===== config.mk =====
export PLATFORM = sky130hd
export DESIGN_NAME = move_word_buffer
export DESIGN_NICKNAME = d
export VERILOG_FILES = /design/src/rtl/chess_stream_pkg.sv /design/src/rtl/sync_fifo.sv /design/src/rtl/move_word_buffer.sv
export SDC_FILE = /design/constraint.sdc
export NUM_CORES = 1
export LEC_CHECK = 0
export ABC_CLOCK_PERIOD_IN_PS = 6900
export CAP_MARGIN = 10
export CORE_ASPECT_RATIO = 0.9
export CORE_MARGIN = 8
export CORE_UTILIZATION = 45
export DETAILED_ROUTE_END_ITERATION = 6
export PLACE_DENSITY = 0.66
export REMOVE_ABC_BUFFERS = 1
export SLEW_MARGIN = 20
export SYNTH_ARGS = -nofsm -noshare
export SYNTH_HDL_FRONTEND = slang
export SYNTH_HIERARCHICAL = 1
export SYNTH_SLANG_ARGS = --single-unit

===== constraint.sdc =====
create_clock -name clk -period 6.9 [get_ports clk]
set_clock_uncertainty 0.05 [all_clocks]
set_input_delay 1.38 -clock clk [delete_from_list [all_inputs] [get_ports clk]]
set_output_delay 1.38 -clock clk [all_outputs]
set_load 0.05 [all_outputs]

===== src/rtl/chess_stream_pkg.sv =====
// chess_stream_pkg
//   Shared definitions for the move-stream path: default widths of a
//   serialized move word and of the serializer move counter, the buffer FSM
//   state encoding, and the width of one buffered {last, data} entry.
package chess_stream_pkg;

  localparam int PKG_DATA_W = 32;
  localparam int PKG_CNT_W  = 4;

  // One FIFO entry is the data word plus its end-of-frame flag.
  localparam int PKG_ENTRY_W = PKG_DATA_W + 1;

  typedef enum logic [1:0] {
    ST_IDLE  = 2'd0,
    ST_FILL  = 2'd1,
    ST_DRAIN = 2'd2
  } buf_state_t;

  function automatic int entry_width(input int data_w);
    return data_w + 1;
  endfunction

endpackage


===== src/rtl/sync_fifo.sv =====
// sync_fifo
//   Single-clock show-ahead FIFO. Binary read/write pointers carry one extra
//   wrap bit so occupancy is their difference, covering 0..DEPTH without an
//   ambiguous full/empty case. The head entry is read combinationally.
// Ports:
//   clk, rst      clock, synchronous active-high reset (clears pointers)
//   push, wdata   write strobe and entry; ignored while full
//   pop           read strobe; ignored while empty
//   rdata         head entry (undefined contents while empty)
//   level         occupancy, 0..DEPTH
//   full, empty   occupancy flags
module sync_fifo
  import chess_stream_pkg::*;
#(
  parameter  int DEPTH = 16,
  parameter  int WIDTH = PKG_ENTRY_W,
  localparam int AW    = $clog2(DEPTH)
) (
  input  logic             clk,
  input  logic             rst,
  input  logic             push,
  input  logic [WIDTH-1:0] wdata,
  input  logic             pop,
  output logic [WIDTH-1:0] rdata,
  output logic [AW:0]      level,
  output logic             full,
  output logic             empty
);

  logic [WIDTH-1:0] mem [DEPTH];
  logic [AW:0]      wr_ptr, rd_ptr;
  logic             do_push, do_pop;

  assign level   = wr_ptr - rd_ptr;
  assign full    = (level == (AW+1)'(DEPTH));
  assign empty   = (level == '0);
  assign do_push = push && !full;
  assign do_pop  = pop && !empty;
  assign rdata   = mem[rd_ptr[AW-1:0]];

  // Storage is not reset; the consumer only sees it through out_valid.
  always_ff @(posedge clk) begin
    if (do_push) mem[wr_ptr[AW-1:0]] <= wdata;
  end

  always_ff @(posedge clk) begin
    if (rst) begin
      wr_ptr <= '0;
      rd_ptr <= '0;
    end else begin
      if (do_push) wr_ptr <= wr_ptr + 1'b1;
      if (do_pop)  rd_ptr <= rd_ptr + 1'b1;
    end
  end

endmodule


===== src/rtl/move_word_buffer.sv =====
// move_word_buffer
//   Downstream stage of the move serializer. Buffers serialized move words in
//   a FIFO together with an end-of-frame tag, presents them on a valid/ready
//   stream, back-pressures the serializer, and reports per-frame statistics.
// Ports:
//   clk, rst                   clock, synchronous active-high reset
//   in_valid/in_ready          input handshake (push = in_valid && in_ready)
//   in_data, in_last           word and end-of-frame flag
//   in_move_count              serializer move counter, taken with the last word
//   out_valid/out_ready        output handshake (pop = out_valid && out_ready)
//   out_data, out_last         head word and its end-of-frame flag
//   frame_done                 pulse in the cycle a last word is popped
//   frame_words, frame_moves   stats of the most recently pushed complete frame
//   frame_count                frames popped since reset (wrapping)
//   level                      FIFO occupancy
//   overflow                   sticky: a word was offered while full
//   busy                       FSM is not idle
module move_word_buffer
  import chess_stream_pkg::*;
#(
  parameter  int DATA_W = PKG_DATA_W,
  parameter  int DEPTH  = 16,
  parameter  int CNT_W  = PKG_CNT_W,
  parameter  int FCNT_W = 8,
  localparam int LW     = $clog2(DEPTH) + 1
) (
  input  logic              clk,
  input  logic              rst,
  input  logic              in_valid,
  input  logic [DATA_W-1:0] in_data,
  input  logic              in_last,
  input  logic [CNT_W-1:0]  in_move_count,
  output logic              in_ready,
  output logic              out_valid,
  output logic [DATA_W-1:0] out_data,
  output logic              out_last,
  input  logic              out_ready,
  output logic              frame_done,
  output logic [FCNT_W-1:0] frame_words,
  output logic [CNT_W-1:0]  frame_moves,
  output logic [FCNT_W-1:0] frame_count,
  output logic [LW-1:0]     level,
  output logic              overflow,
  output logic              busy
);

  localparam int EW = entry_width(DATA_W);

  logic              full, empty;
  logic              push, pop;
  logic [EW-1:0]     hd_entry;
  logic              hd_last;
  logic [DATA_W-1:0] hd_data;
  logic              push_last, pop_last;

  logic [LW-1:0]     lasts_q, lasts_nxt;
  logic [LW-1:0]     level_nxt;
  logic [FCNT_W-1:0] wcnt_q, wcnt_inc;
  buf_state_t        state_q;

  // ---------------------------------------------------------------- storage
  sync_fifo #(
    .DEPTH (DEPTH),
    .WIDTH (EW)
  ) u_fifo (
    .clk   (clk),
    .rst   (rst),
    .push  (push),
    .wdata ({in_last, in_data}),
    .pop   (pop),
    .rdata (hd_entry),
    .level (level),
    .full  (full),
    .empty (empty)
  );

  assign {hd_last, hd_data} = hd_entry;

  // -------------------------------------------------------------- handshake
  // A full FIFO refuses the word even if a pop frees a slot this cycle, so
  // in_ready never depends on out_ready.
  assign in_ready  = !full;
  assign out_valid = !empty;
  assign push      = in_valid && !full;
  assign pop       = !empty && out_ready;
  assign push_last = push && in_last;
  assign pop_last  = pop && hd_last;

  // Head is masked while empty so stale storage never leaks onto the bus.
  assign out_data   = empty ? '0 : hd_data;
  assign out_last   = !empty && hd_last;
  assign frame_done = pop_last;
  assign busy       = (state_q != ST_IDLE);

  // Number of complete frames sitting in the FIFO. Lets DRAIN stay put when
  // a second frame was fully buffered behind the one being popped.
  assign lasts_nxt = lasts_q + LW'(push_last) - LW'(pop_last);
  assign level_nxt = level + LW'(push) - LW'(pop);

  assign wcnt_inc = (wcnt_q == '1) ? wcnt_q : wcnt_q + 1'b1;

  // ------------------------------------------------- counters, flags, stats
  always_ff @(posedge clk) begin
    if (rst) begin
      wcnt_q      <= '0;
      lasts_q     <= '0;
      frame_words <= '0;
      frame_moves <= '0;
      frame_count <= '0;
      overflow    <= 1'b0;
    end else begin
      lasts_q <= lasts_nxt;
      if (in_valid && full) overflow <= 1'b1;
      if (push_last) begin
        wcnt_q      <= '0;
        frame_words <= wcnt_inc;
        frame_moves <= in_move_count;
      end else if (push) begin
        wcnt_q <= wcnt_inc;
      end
      if (pop_last) frame_count <= frame_count + 1'b1;
    end
  end

  // -------------------------------------------------------------------- FSM
  always_ff @(posedge clk) begin
    if (rst) begin
      state_q <= ST_IDLE;
    end else begin
      case (state_q)
        ST_IDLE: begin
          if (push) state_q <= in_last ? ST_DRAIN : ST_FILL;
        end
        ST_FILL: begin
          if (push_last) state_q <= ST_DRAIN;
        end
        ST_DRAIN: begin
          if (pop_last) begin
            if (lasts_nxt != '0)                 state_q <= ST_DRAIN;
            else if (level_nxt != '0 || push)    state_q <= ST_FILL;
            else                                 state_q <= ST_IDLE;
          end
        end
        default: state_q <= ST_IDLE;
      endcase
    end
  end

endmodule


# Word level (Yosys, flattened, before mapping)
# Memory sizes are Yosys's and may differ from the RTL's. A register that Yosys moved wholly into a read port is not among the register bits.
# Cells that the tools add are included.
# word_totals
out_inout_bits	63
ram_bits	528
n_memories	1
input_bits	41
elab_cells	57
ff_bits	46
# memory_table
name	depth	word_bits	rd	rd_clocked_by_memory_dff	write_ports	line	text
u_fifo.mem	16	33	1	1	1	sync_fifo.sv:30	logic [WIDTH-1:0] mem [DEPTH];
# classes
n_addsub	9
n_reduce_logical	18
muxes	13
n_eq_ne	7
# op_table
cell	n
32-bit 2-to-1 mux	1
8-bit by 1-bit adder with 8-bit output, second input constant	2
5-bit by 1-bit adder with 5-bit output	2
5-bit by 1-bit adder with 5-bit output, second input constant	2
2-bit 2-to-1 mux	5
5-bit nonzero test	2
5-bit by 1-bit subtractor with 5-bit output	2
8-bit equality test, second input constant	1
1-bit logical AND	8
4-bit 2-to-1 mux	2
8-bit 2-to-1 mux	1
2-bit inequality test, second input constant	3
2-bit case mux with 3 select lines	1
5-bit equality test, second input constant	1
5-bit zero test	1
5-bit subtractor	1
1-bit 2-to-1 mux	3
3-bit AND reduction	1
2-bit by 1-bit equality test with 1-bit output, second input constant	1
2-bit equality test, second input constant	1
1-bit zero test	2
2-bit zero test	1
2-bit nonzero test	1
2-bit OR reduction	1
1-bit logical OR	1

# Logic depth before layout (Yosys ltp)
# logic_depth
ltp_word	12
ltp_mapped	20
mapped_depth_nobuf	18

# Cells and area by module
# Netlist, hierarchy kept.
# modules_own_cells
mod	cells_each	seq_area_each_um2	instances	area_per_inst_um2
sync_fifo	843	16135.5	1	20767.4
move_word_buffer	253	720.7	1	2094.5

# Worst setup path before layout
# No wires, ideal clock.
# synth_path
kind	register to register
startpoint	register u_fifo.wr_ptr[0]
endpoint	memory u_fifo/mem[3][0] in the netlist's numbering (enable)
path_buffers	1
t_required_ps	6386
arrival_ps	5480
setup_ps	464
period_less_slack_ps	5994
stages_incl_launch_ff	14
path_slack_ps	906
cell_sequence	dfxtp_1 inv_1 ha_1 inv_1 fa_1 xor2_1 nand4b_1 a211oi_4 nand2b_1 clkbuf_1 inv_2 nand2_1 or2_2 nor3_1
# synth_via
elab_chain_len	7
# synth_lines
item	line	text
start: declaration	sync_fifo.sv:31	logic [AW:0] wr_ptr, rd_ptr;
start signal: assignment	sync_fifo.sv:51	if (do_push) wr_ptr <= wr_ptr + 1'b1;
5-bit subtractor	sync_fifo.sv:34	assign level = wr_ptr - rd_ptr;
named net level[2]	move_word_buffer.sv:42	output logic [LW-1:0] level,
5-bit equality test	sync_fifo.sv:35	assign full = (level == (AW+1)'(DEPTH));
named net full	move_word_buffer.sv:49	logic full, empty;
1-bit zero test	move_word_buffer.sv:84	assign push = in_valid && !full;
1-bit logical AND	move_word_buffer.sv:84	
named net push	move_word_buffer.sv:50	logic push, pop;
1-bit logical AND	sync_fifo.sv:37	assign do_push = push && !full;
1-bit 2-to-1 mux	sync_fifo.sv:43	if (do_push) mem[wr_ptr[AW-1:0]] <= wdata;
1-bit 2-to-1 mux (implied by the code)	sync_fifo.sv:43	
end: declaration	sync_fifo.sv:30	
# The timed path passes the listed nets, and every way through them passes these cells.

# Worst setup path in the final report
# layout_path
startpoint	register u_fifo.wr_ptr[0]
endpoint	output port out_data[15]
# layout_via
elab_chain_len	3
# layout_lines
item	line	text
5-bit subtractor	sync_fifo.sv:34	
5-bit zero test	sync_fifo.sv:36	assign empty = (level == '0);
named net empty	move_word_buffer.sv:49	
32-bit 2-to-1 mux	move_word_buffer.sv:90	assign out_data = empty ? '0 : hd_data;
end: declaration	move_word_buffer.sv:35	output logic [DATA_W-1:0] out_data,
# The timed path passes the listed nets, and every way through them passes these cells.

==> impl_metrics.tcl <==
set metrics [dict create \
    ys_seq_area_share_pct 73.7 \
    drtIter0Drc 816 \
    rsz0062_at_grt "no" \
    power.density_nw_per_um2 401 \
    timing.hold.ws_ns 0.407 \
    maxCapViolCount 0 \
    antenna_cells 0 \
    power_leakage_uw 0.00828 \
    grt_pass1_wl_um 72200 \
    die_w_um 254 \
    critPathCaptureType "output port" \
    path_class "reg2out" \
    period_share_pct 85.0 \
    finalHoldViolCount 0 \
    antenna_found_initial 2 \
    outcome "complete, no violations" \
    syn_inst 1096 \
    grt_overflow 0 \
    path_cells "inv_1 > ha_1 > inv_1 > fa_1 > nor3b_1 > nand4b_1 > a2bb2oi_4 > buf_4 > nor2b_1 > clkdlybuf4s50_1" \
    start_kind "flop" \
    ant_nets 0 \
    dp_hpwl_um 25800 \
    synth_flop_cell "edfxtp_1" \
    layout-drive-gt1-share_pct 23.6 \
    ir_worst_vdd_mv 0.328 \
    clockRootBuffer "clkbuf_16" \
    drt-total-wl_um 47700 \
    fin_nets 1295 \
    yosys_warnings 6 \
    cts_setup_buffers 0 \
    cp_slowest_stage_delay_ns 0.84 \
    cp.arrival_ns 4.43 \
    coreArea_um2 50300 \
    post_cts_resized 0 \
    tightest_slew_ns 0.962 \
    insertion_delay_ns 0.62 \
    vias_per_cell 5.57 \
    drc 0 \
    crit_path_max_fanout 27 \
    ys_async_sr_fraction_pct 0 \
    grt_max_degree 66 \
    fin_area_um2 26500 \
    cp_slowest_cell "a2bb2oi_4" \
    wl_per_cell_um 24.4 \
    grt_usage_pct 16.5 \
    dr.pass1.iters 5 \
    setup_violations 0 \
    clkTransAtPathRegs_ns 0.06 \
    grt_pass1_vias 11400 \
    rows 78 \
    fp.dieH_um 230 \
    initial_utilization_pct 45.5 \
    fmax_mhz 171 \
    ys_ff_latch 578 \
    vias 10900 \
    area_growth_pct 16.0 \
    clk_path_buf_depth 3 \
    layout_min_cycle_time_ns 5.86 \
    place_congestion 0.783 \
    fp.dieArea_um2 58300 \
    maxSlewHeadroom_pct 35.7 \
    timing.critical_path.mode_cell "inv_1" \
    synth_edf_count 528 \
    portBuffers 103 \
    maxSlewViolCount 0 \
    synth_area_um2 22900 \
    cts_tree "done" \
    ios 104 \
    htreeDepth 2 \
    required_ns 5.47 \
    synth_area_per_cell_um2 20.9 \
    cts_buffers 57 \
    placed_cell_area_um2 24800 \
    cts_hold_buf 0 \
    hold_class "reg2reg" \
    clock-sinks 578 \
    synth.lib_cells_used.distinct 51 \
]
[final cells by class]
cell class / count / area (um2)
clock buffer: 67 / 1490
clock inverter: 38 / 275
fill: 3876 / 23700
inverter: 21 / 78.8
multi-input combinational: 446 / 5710
sequential: 578 / 16900
tap: 680 / 851
timing repair buffer: 127 / 1250
[placed cells by master (no fill, tap or decap), drive strengths merged, types with 3 or more instances in the layout]
cell type and n:
and3 20, clkdlybuf4s50 103, or3 7, nand3 7
nand4 5, clkbuf 67, inv 22, nand2b 8
nor2b 46, buf 24, clkinv 33, mux2 4
nor3b 3, xor2 18, bufinv 3, a211oi 7
mux2i 7, nor2 29, mux4 165, o21ai 9
nand2 29, edfxtp 528, a21oi 28, ha 20
xnor2 6, dfxtp 50, fa 3
[path summary, 6_finish.rpt]
path              depth (start not counted)                          start  slack (ns)                     endpoint
setup / recovery                         10  u_fifo/wr_ptr[0]$_SDFFE_PP0P_        1.04                 out_data[15]
hold / removal                            2    frame_moves[3]$_SDFFE_PP0N_        0.41  frame_moves[3]$_SDFFE_PP0N_
setup reg to reg                         18  u_fifo/wr_ptr[0]$_SDFFE_PP0P_        1.47      state_q[0]$_SDFFE_PP0P_
hold reg to reg                           2    frame_moves[3]$_SDFFE_PP0N_        0.41  frame_moves[3]$_SDFFE_PP0N_
[routing by layer]
layer | GRT usage (%) | up-vias | wire length, um
met5 | 0 | - | 27
met4 | 4.58 | 4 | 898
met3 | 3.15 | 59 | 2730
met2 | 26.9 | 284 | 23500
met1 | 22.6 | 5798 | 20500
li1 | - | 4759 | -
[critical path, delay by kind of cell, from the launching register on]
kind                       cells  cell delay [ns]
DFF                            1             0.40
buffers and inverters          4             1.33
AOI/OAI and AO/OA              1             0.84
and+or+nand+nor                3             0.57
adders and majority gates      2             0.70
[stage by stage]
step / setup slack [ns] / util [%] / total power, uW / std cells / setup TNS, ns
after floorplan: -2.37 / - / 6810 / 1045 / -70.36
after global routing: 0.709 / 52.8 / 11100 / 1957 / 0
after detailed placement: 1.49 / 49.3 / 7850 / 1852 / 0
after CTS: 0.904 / 52.8 / 10800 / 1957 / 0
final: 1.04 / 52.8 / 10600 / 1957 / 0
after global placement: 1.65 / 49.2 / 7810 / 1852 / 0
[where the power goes]
| part | switching, uW | internal [uW] | total [uW] |
|---|---|---|---|
| Clock | 1270 | 1650 | 2920 |
| Sequential | 121 | 4040 | 4160 |
| Combinational | 2150 | 1400 | 3550 |
[kinds of logic after synthesis]
logic type | after synthesis | share of synthesized area [%]
xor gates and xnor gates | 24 | 0.919
muxes | 176 | 16.8
buffers and inverters | 72 | 1.52
AOI/OAI and AO/OA | 56 | 1.66
DFF | 578 | 73.7
adders and majority gates | 23 | 1.36
and+or+nand+nor | 167 | 4.05
[flip-flops by register name, summed over array words and instances (netlist names), named ones only]
register       flops
state_q            2
wcnt_q             8
u_fifo/wr_ptr      5
u_fifo/rd_ptr      5
lasts_q            5
frame_count        8
u_fifo/mem       528
overflow           1
frame_moves        4
frame_words        8
[Yosys cell counts (3+ instances only)]
| cell type | instances | share of area (%) |
|---|---|---|
| dfxtp_1 | 50 | 4.4 |
| nand3_1 | 7 | 0.15 |
| o21ai_0 | 9 | 0.20 |
| or3_1 | 6 | 0.16 |
| a211oi_1 | 6 | 0.20 |
| nor2b_1 | 45 | 1.2 |
| xor2_1 | 18 | 0.69 |
| buf_1 | 4 | 0.066 |
| clkbuf_1 | 21 | 0.34 |
| buf_4 | 3 | 0.099 |
| and3_1 | 19 | 0.52 |
| fa_1 | 3 | 0.26 |
| nand2b_1 | 8 | 0.22 |
| mux2i_1 | 7 | 0.31 |
| ha_1 | 20 | 1.1 |
| nand2_1 | 29 | 0.48 |
| a21oi_1 | 28 | 0.61 |
| inv_1 | 19 | 0.31 |
| buf_2 | 17 | 0.37 |
| buf_6 | 6 | 0.30 |
| mux4_2 | 165 | 16 |
| nand4_1 | 5 | 0.14 |
| xnor2_1 | 6 | 0.23 |
| edfxtp_1 | 528 | 69 |
| nor2_1 | 29 | 0.48 |
No activity file was read; power rests on OpenSTA's default activity.
